<file path="src/rtl/apb_reg_slave.sv">
// Zero-wait-state APB completer: register bank with an optional down-count timer.
// Define APB_REG_TIMER_EN to build the timer, COUNT, INTSTAT and irq; otherwise those read 0.
module apb_reg_slave #(
    parameter logic [31:0] BASE_ADDR   = 32'h0000_0000,
    parameter logic [31:0] LOAD_RST    = 32'h0000_FFFF,
    parameter logic [31:0] SCRATCH_RST = 32'h0000_0000,
    parameter logic [31:0] ID_VALUE    = 32'hA5B0_0001
) (
    input  logic        PCLK,
    input  logic        PRESETn,
    input  logic        PSEL,
    input  logic        PENABLE,
    input  logic        PWRITE,
    input  logic [31:0] PADDR,
    input  logic [31:0] PWDATA,
    output logic [31:0] PRDATA,
    output logic        irq,
    output logic [1:0]  fsm_state
);

    typedef enum logic [1:0] {
        IDLE   = 2'd0,
        SETUP  = 2'd1,
        ACCESS = 2'd2
    } phase_t;

    phase_t state;

    logic [31:0] offset;
    logic        in_win;
    logic [2:0]  reg_idx;
    logic        wr_commit;
    logic        rd_capture;
    logic        wr_ctrl;
    logic        wr_load;
    logic        wr_scratch;

    logic [1:0]  ctrl_reg;
    logic [31:0] load_reg;
    logic [31:0] scratch_reg;
    logic [31:0] count_val;
    logic        wrap_val;
    logic [31:0] rd_mux;

    // Handshake: a write lands only when PSEL&PENABLE is still held in the cycle
    // after the FSM reached ACCESS; a read samples the bank at the end of SETUP.
    assign offset     = PADDR - BASE_ADDR;
    assign in_win     = (offset < 32'd32);
    assign reg_idx    = offset[4:2];
    assign wr_commit  = (state == ACCESS) && PSEL && PENABLE && PWRITE;
    assign rd_capture = PSEL && !PENABLE && !PWRITE;
    assign wr_ctrl    = wr_commit && in_win && (reg_idx == 3'd0);
    assign wr_load    = wr_commit && in_win && (reg_idx == 3'd2);
    assign wr_scratch = wr_commit && in_win && (reg_idx == 3'd5);
    assign fsm_state  = state;

    always_ff @(posedge PCLK or negedge PRESETn) begin
        if (!PRESETn) begin
            state <= IDLE;
        end else begin
            case (state)
                IDLE:    state <= (PSEL && !PENABLE) ? SETUP : IDLE;
                SETUP: begin
                    if (PSEL && PENABLE)
                        state <= ACCESS;
                    else if (PSEL)
                        state <= SETUP;
                    else
                        state <= IDLE;
                end
                ACCESS:  state <= (PSEL && !PENABLE) ? SETUP : IDLE;
                default: state <= IDLE;
            endcase
        end
    end

    always_ff @(posedge PCLK or negedge PRESETn) begin
        if (!PRESETn) begin
            ctrl_reg    <= 2'b00;
            load_reg    <= LOAD_RST;
            scratch_reg <= SCRATCH_RST;
        end else begin
            if (wr_ctrl)
                ctrl_reg <= PWDATA[1:0];
            if (wr_load)
                load_reg <= PWDATA;
            if (wr_scratch)
                scratch_reg <= PWDATA;
        end
    end

`ifdef APB_REG_TIMER_EN
    logic [31:0] count_reg;
    logic        wrap_reg;
    logic        wr_intstat;
    logic        wrap_set;

    assign wr_intstat = wr_commit && in_win && (reg_idx == 3'd4);
    assign wrap_set   = ctrl_reg[0] && (count_reg == 32'd0);

    // Enabling reloads immediately; a wrap on the same edge as a W1C keeps WRAP set.
    always_ff @(posedge PCLK or negedge PRESETn) begin
        if (!PRESETn) begin
            count_reg <= 32'd0;
            wrap_reg  <= 1'b0;
        end else begin
            if (wr_ctrl && PWDATA[0] && !ctrl_reg[0])
                count_reg <= load_reg;
            else if (ctrl_reg[0])
                count_reg <= (count_reg == 32'd0) ? load_reg : count_reg - 32'd1;

            if (wrap_set)
                wrap_reg <= 1'b1;
            else if (wr_intstat && PWDATA[0])
                wrap_reg <= 1'b0;
        end
    end

    assign count_val = count_reg;
    assign wrap_val  = wrap_reg;
    assign irq       = ctrl_reg[1] & wrap_reg;
`else
    assign count_val = 32'd0;
    assign wrap_val  = 1'b0;
    assign irq       = 1'b0;
`endif

    always_comb begin
        rd_mux = 32'd0;
        if (in_win) begin
            case (reg_idx)
                3'd0:    rd_mux = {30'd0, ctrl_reg};
                3'd1:    rd_mux = {30'd0, irq, ctrl_reg[0]};
                3'd2:    rd_mux = load_reg;
                3'd3:    rd_mux = count_val;
                3'd4:    rd_mux = {31'd0, wrap_val};
                3'd5:    rd_mux = scratch_reg;
                3'd6:    rd_mux = ID_VALUE;
                default: rd_mux = 32'd0;
            endcase
        end
    end

    always_ff @(posedge PCLK or negedge PRESETn) begin
        if (!PRESETn)
            PRDATA <= 32'd0;
        else if (rd_capture)
            PRDATA <= rd_mux;
    end

endmodule

</file>
<file path="config.mk">
export PLATFORM = sky130hd
export DESIGN_NAME = apb_reg_slave
export DESIGN_NICKNAME = d
export VERILOG_FILES = /design/src/rtl/apb_reg_slave.sv
export SDC_FILE = /design/constraint.sdc
export NUM_CORES = 1
export LEC_CHECK = 0
export CAP_MARGIN = 10
export CORE_UTILIZATION = 44
export CTS_CLUSTER_DIAMETER = 50
export DETAILED_ROUTE_END_ITERATION = 12
export PLACE_DENSITY = 0.75
export SKIP_CTS_REPAIR_TIMING = 1
export SLEW_MARGIN = 20
export SYNTH_ARGS = -nofsm -noshare
export SYNTH_HDL_FRONTEND = slang
export SYNTH_SLANG_ARGS = --single-unit
</file>
<file path="constraint.sdc">
create_clock -name PCLK -period 1.7 [get_ports PCLK]
set_input_delay 0.34 -clock PCLK [delete_from_list [all_inputs] [get_ports PCLK]]
set_output_delay 0.34 -clock PCLK [all_outputs]
set_load 0.02 [all_outputs]
</file>
==> impl_metrics.py, run 1 <==
metrics = {
    "yosys": {
        "postSynthAreaPerCell_um2": 13.1,
        "synth_seq_cells": 100,
        "synthFlopType": "dfrtp_1",
        "netlist_instances": 324,
        "synth_nets": 393,
        "synthMuxAreaShare": 0.178,
        "yosys_warnings": 0,
        "synth_compound_area_frac": 0.114,
        "synth_area_leaders": "dfrtp_1 50%, mux2_2 17%, dfstp_2 9.9%, a22oi_1 5.1%, o21ai_1 3.5%",
        "yosys.area_share.simple": 0.0769,
        "yosysTopAreaCell": "dfrtp_1",
        "synth_xor_xnor_area_share": 0,
        "netlist_area_um2": 4230,
        "async_reset_ff_frac": 1.00,
        "synth.distinct_cells": 35,
        "synth_adder_area_share": 0,
        "synth_edf_count": 0,
        "yosysSeqAreaShare": 0.596,
        "synth_top_family_by_area": "multiplexers",
        "synth_top_area_share": 0.497,
    },
    "placed_design": {
        "finalWeightedCongestion": 0.747,
        "hpwlAfterDp_um": 6700,
        "io_buffers": 100,
    },
    "clock_network": {
        "htree_levels": 3,
        "cts.path.max_buffers": 2,
        "cts_buffers": 9,
        "clock-sinks": 100,
        "cts_tree": "yes",
        "clk_latency_ns": 0.38,
        "cts_root_buffer": "clkbuf_8",
        "path_clk_slew_ns": 0.10,
    },
    "worst_setup_path": {
        "reg2reg_depth": 6,
        "worstPathArrival_ns": 2.19,
        "max_stage_delay_ns": 0.30,
        "crit_top_cell": "buf_6",
        "path_cells": "buf_6, nor4_4, nand4_1, buf_6, buf_6, nor4_4, buf_6, clkbuf_16, mux2_4",
        "cp.required_ns": 1.97,
        "crit_type": "input pin to flop",
        "critical_path_buf_inv_count": 5,
        "crit_cells": 9,
        "startpoint_type": "input pin",
        "worstSetupEndpointType": "flop",
        "cp_max_fo": 6,
        "crit_family": "buffers and inverters",
        "slowest_stage": "nor4_4",
    },
    "power_and_ir_drop": {
        "p_leak_nw": 3.55,
        "peakVddDrop_mv": 0.477,
        "finalPower_w": 0.00423,
        "powerDensity_nw_per_um2": 662,
    },
    "timing": {
        "setup_violations": 66,
        "fin_crit_sh": 1.13,
        "tightestPinTransition_ns": 0.517,
        "drv_slew": 0,
        "setup-tns-final_ns": -10.36,
        "fin_skew_ns": 0.0141,
        "relSlewSlack": 0.655,
        "rsz0062_at_grt": "yes",
        "hold_ws_ns": 0.405,
        "max_freq_mhz": 520,
        "hold_violations": 0,
        "fin_crit_ns": 1.92,
        "worst_slack_ns": -0.223,
    },
    "final_layout": {
        "fin_util": 0.688,
        "area_delta_synth_final_pct": 51.0,
        "antenna_cells": 0,
        "sequential_cell_area_um2": 2520,
        "layout.nets": 519,
        "fillerInstances": 632,
        "drive_gt1_frac": 0.352,
        "multi_input_area_um2": 1910,
    },
    "grt": {
        "grt_max_degree": 37,
        "grt_usage": 0.210,
        "antenna_found_initial": 0,
        "grt_pass1_vias": 3108,
        "grt_overflow": 0,
        "grt_pass1_wl_um": 15900,
    },
    "detailed_routing": {
        "routedWlPerCell_um": 20.0,
        "antenna_left": 0,
        "num_vias": 3193,
        "drtIter0Drc": 174,
        "dr.pass1.iters": 4,
        "wirelength_um": 11700,
        "avgViaCountPerCell": 5.47,
        "drc": 0,
    },
    "floorplanning": {
        "rows": 35,
        "core_region_area_um2": 9280,
        "dieArea_um2": 10000,
        "dieHeight_um": 100,
        "die_w_um": 100,
        "initial_core_util": 0.456,
        "ioPinCount": 104,
    },
    "job": {
        "maxCapViolCount": 0,
    },
    "status": {
        "violations": "setup timing",
        "status": "finished with violations",
    },
    "hold_path": {
        "min_path_type": "input pin to flop",
        "holdPathStages": 4,
    },
}
[area by class of cell]
| cell class | count | share of cell area |
|---|---|---|
| multi-input cells | 201 | 0.299 |
| flip-flops and latches | 100 | 0.395 |
| clock buffers | 10 | 0.0215 |
| repair buffers | 138 | 0.250 |
| well taps | 129 | 0.0253 |
| clock inverters | 6 | 0.00920 |
[routing by layer]
layer | global-route usage | vias up | routed length, µm
li1 | - | 1425 | -
met1 | 0.282 | 1637 | 5130
met2 | 0.338 | 115 | 5650
met3 | 0.0487 | 16 | 681
met4 | 0.0725 | 0 | 208
met5 | 0 | - | 0
[tightest hold or removal path: cells and delay by family]
| kind | cells | cell delay [ns] |
|---|---|---|
| AOI/OAI and AO/OA | 1 | 0.04 |
| and+or+nand+nor | 1 | 0.07 |
| buffers and inverters | 2 | 0.28 |
[per-stage QoR]
step	worst slack [ns]	instance area (µm²)	std cells
finish	-0.223	6390	584
global route	-0.243	6390	584
CTS	-0.405	5890	572
detailed placement	-0.794	5690	556
global placement	-0.750	5690	556
floorplan	-0.233	4410	324
[synthesized netlist by cell type, types with 2 or more instances]
library cell  number
a21oi_1            2
nor4_1             7
o21ai_1           30
nand2_1           31
buf_2              6
a22oi_1           29
a21o_1             8
nand4_1            2
nor2_1             2
clkbuf_1          10
dfrtp_1           84
or3b_1             2
nor2b_1            3
dfstp_2           16
nand2b_1           2
buf_6              6
nor3_1             2
mux2_2            65
[path summary, 6_finish.rpt]
check,endpoint,start,slack (ns)
setup reg to reg,scratch_reg[12],fsm_state[1],-0.14
min in group asynchronous,PRDATA[3],PRESETn,0.45
hold / removal,fsm_state[0],PSEL,0.41
max in group asynchronous,load_reg[0],PRESETn,0.63
hold reg to reg,PRDATA[14],PRDATA[14],0.49
setup / recovery,load_reg[17],PADDR[24],-0.22
[where the power goes]
group	internal, W	switching [W]	total (W)
clock	0.000600	0.000887	0.00149
sequential	0.00238	0.000000984	0.00238
combinational	0.000181	0.000179	0.000360
[cell usage in the layout, fill, tap and decap left out, types with 2 or more instances in the layout]
cell	count
nand2_1	31
clkbuf_8	10
buf_4	21
clkbuf_2	6
mux2_2	2
buf_12	7
nand4_1	2
nand2b_1	2
o21ai_1	31
a21oi_1	2
clkinv_4	2
buf_6	7
a21o_1	8
clkbuf_16	5
clkdlybuf4s50_1	33
dlymetal6s2s_1	58
a22oi_1	29
dfstp_2	16
mux2_4	64
inv_6	2
nor2b_1	2
dfrtp_1	83
nor4_2	2
nor2_1	2
nor4_4	6
[cell families (layout without fill, tap and decap cells)]
| group | Yosys count | after routing |
|---|---|---|
| flip-flops | 100 | 100 |
| buffers and inverters | 23 | 154 |
| AND/OR/NAND/NOR | 59 | 59 |
| other | 1 | 1 |
| AO/OA/AOI/OAI | 74 | 74 |
| multiplexers | 67 | 67 |
Note: power is estimated with default switching activity, not from simulation.
==> run 2, diff against run 1 <==
--- a/config.mk
+++ b/config.mk
@@ -6,10 +6,10 @@
 export NUM_CORES = 1
 export LEC_CHECK = 0
 export CAP_MARGIN = 10
-export CORE_UTILIZATION = 44
+export CORE_UTILIZATION = 25
 export CTS_CLUSTER_DIAMETER = 50
 export DETAILED_ROUTE_END_ITERATION = 12
-export PLACE_DENSITY = 0.75
+export PLACE_DENSITY = 0.56
 export SKIP_CTS_REPAIR_TIMING = 1
 export SLEW_MARGIN = 20
 export SYNTH_ARGS = -nofsm -noshare
==> impl_metrics.py, run 2 (synthesized netlist as in run 1, its figures left out) <==
metrics = {
    "worst_setup_path": {
        "critical_path_buf_inv_count": 4,
        "cp_max_fo": 8,
        "max_stage_delay_ns": 0.34,
        "r2r-start": "fsm_state[1]",
        "regToRegSetupSlack_ns": -0.15,
        "crit_type": "input pin to flop",
        "worstPathArrival_ns": 2.08,
        "startpoint_type": "input pin",
        "slowest_stage": "mux2_2",
        "reg2reg_depth": 6,
        "worstSetupEndpointType": "flop",
        "path_cells": "dlymetal6s2s_1, nor4_4, nand4_1, buf_6, nor4b_4, buf_4, buf_8, mux2_2",
        "r2r-end": "scratch_reg[14]",
        "cp.required_ns": 1.93,
        "crit_family": "simple AND/OR/NAND/NOR gates",
    },
    "placed_design": {
        "hpwlAfterDp_um": 6900,
        "dp_cells": 647,
        "io_buffers": 100,
        "finalWeightedCongestion": 0.703,
    },
    "clock_network": {
        "cts.path.max_buffers": 2,
        "cts_tree": "yes",
        "path_clk_slew_ns": 0.07,
        "clk_latency_ns": 0.35,
        "cts_root_buffer": "clkbuf_16",
        "cts_buffers": 9,
        "clock-sinks": 100,
        "htree_levels": 3,
    },
    "detailed_routing": {
        "num_vias": 3110,
        "avgViaCountPerCell": 4.59,
        "drc": 0,
        "drtIter0Drc": 106,
        "antenna_left": 0,
        "dr.pass1.iters": 4,
        "routedWlPerCell_um": 17.7,
        "wirelength_um": 12000,
    },
    "floorplanning": {
        "die_w_um": 132,
        "dieArea_um2": 17500,
        "dieHeight_um": 132,
        "initial_core_util": 0.255,
        "rows": 47,
        "ioPinCount": 104,
        "core_region_area_um2": 16600,
    },
    "grt": {
        "grt_max_degree": 37,
        "grt_overflow": 0,
        "grt_pass1_vias": 3050,
        "grt_pass1_wl_um": 16100,
        "antenna_found_initial": 0,
        "grt_usage": 0.120,
    },
    "power_and_ir_drop": {
        "combPwrFrac": 0.073,
        "p_leak_nw": 3.20,
        "powerDensity_nw_per_um2": 733,
        "peakVddDrop_mv": 0.430,
        "p_int_w": 0.00383,
        "power_frac_seq": 0.488,
        "pwr-share-clk": 0.439,
        "p_switching_w": 0.00106,
        "netSwitchingFraction": 0.217,
    },
    "timing": {
        "drv_slew": 0,
        "worst_slack_ns": -0.151,
        "fin_skew_ns": 0.00674,
        "setup-tns-final_ns": -8.40,
        "hold_violations": 0,
        "rsz0062_at_grt": "yes",
        "fin_crit_sh": 1.09,
        "fin_crit_ns": 1.85,
        "setup_violations": 87,
        "hold_ws_ns": 0.413,
        "max_freq_mhz": 540,
    },
    "status": {
        "status": "finished with violations",
        "violations": "setup timing",
    },
    "final_layout": {
        "area_delta_synth_final_pct": 57.6,
        "layout.nets": 522,
        "final_cell_mix": "83 x dfrtp_1, 60 x clkdlybuf4s50_1, 54 x mux2_4",
        "drive_gt1_frac": 0.415,
        "final_common_cell": "dfrtp_1",
        "final_cells": 678,
        "antenna_cells": 0,
        "fin_util": 0.402,
    },
    "hold_path": {
        "min_from": "PSEL",
        "min_path_type": "input pin to flop",
        "holdPathStages": 4,
        "min_to": "fsm_state[0]",
    },
    "job": {
        "maxCapViolCount": 0,
    },
}
[run 2: cell count changes in the layout (fill, tap and decap cells not counted), moves of 7 or more]
cell,before,now
mux2_4,64,54
o21ai_2,0,27
o21ai_1,31,4
clkbuf_16,5,15
mux2_2,2,12
dlymetal6s2s_1,58,32
clkbuf_8,10,3
clkdlybuf4s50_1,33,60
[run 2: area by class of cell]
| type | count | area (µm²) |
|---|---|---|
| Fill cell | 1602 | 9920 |
| Sequential cell | 100 | 2520 |
| Multi-Input combinational cell | 201 | 1980 |
| Timing Repair Buffer | 141 | 1580 |
| Tap cell | 220 | 275 |
| Clock buffer | 13 | 270 |
| Clock inverter | 3 | 43.8 |
[run 2: power by group through the flow]
| stage | Combinational [W] | Clock [W] | Sequential, W |
|---|---|---|---|
| 2_1_floorplan | 0.0000662 | 0 | 0.00243 |
| 3_3_place_gp | 0.000352 | 0 | 0.00243 |
| 3_5_place_dp | 0.000359 | 0 | 0.00243 |
| 6_report | 0.000357 | 0.00215 | 0.00238 |
| 4_1_cts | 0.000360 | 0.00219 | 0.00238 |
| 5_1_grt | 0.000387 | 0.00229 | 0.00238 |
[run 2: routing by layer]
layer	GRT usage	wire length (µm)
met1	0.158	5740
met2	0.189	5650
met3	0.0365	463
met4	0.0401	140
met5	0	0
[run 2: worst max-delay path by stage]
stage / startpoint / to / slack [ns] / depth (start not counted)
finish: PADDR[21] / scratch_reg[14] / -0.15 / 8
global route: PADDR[30] / load_reg[18] / -0.23 / 9
CTS: PADDR[20] / scratch_reg[20] / -0.38 / 7
detailed placement: PADDR[20] / scratch_reg[10] / -0.75 / 7
global placement: PADDR[20] / scratch_reg[27] / -0.69 / 7
floorplan: PADDR[29] / scratch_reg[10] / -0.23 / 5
[run 2: stage by stage]
| step | power (W) | area (µm²) | setup WS [ns] |
|---|---|---|---|
| after global routing | 0.00506 | 6670 | -0.235 |
| after floorplan | 0.00250 | 4410 | -0.233 |
| after CTS | 0.00493 | 6100 | -0.381 |
| final | 0.00489 | 6670 | -0.151 |
| after detailed placement | 0.00279 | 5790 | -0.748 |
| after global placement | 0.00278 | 5790 | -0.685 |
[run 2: worst register-to-register path, cell delays in order (launching register included)]
cell and delay [ns]:
dfrtp_2 0.36, nand4_1 0.08, or2_4 0.29, nor4b_4 0.30
buf_4 0.22, buf_8 0.16, mux2_2 0.34
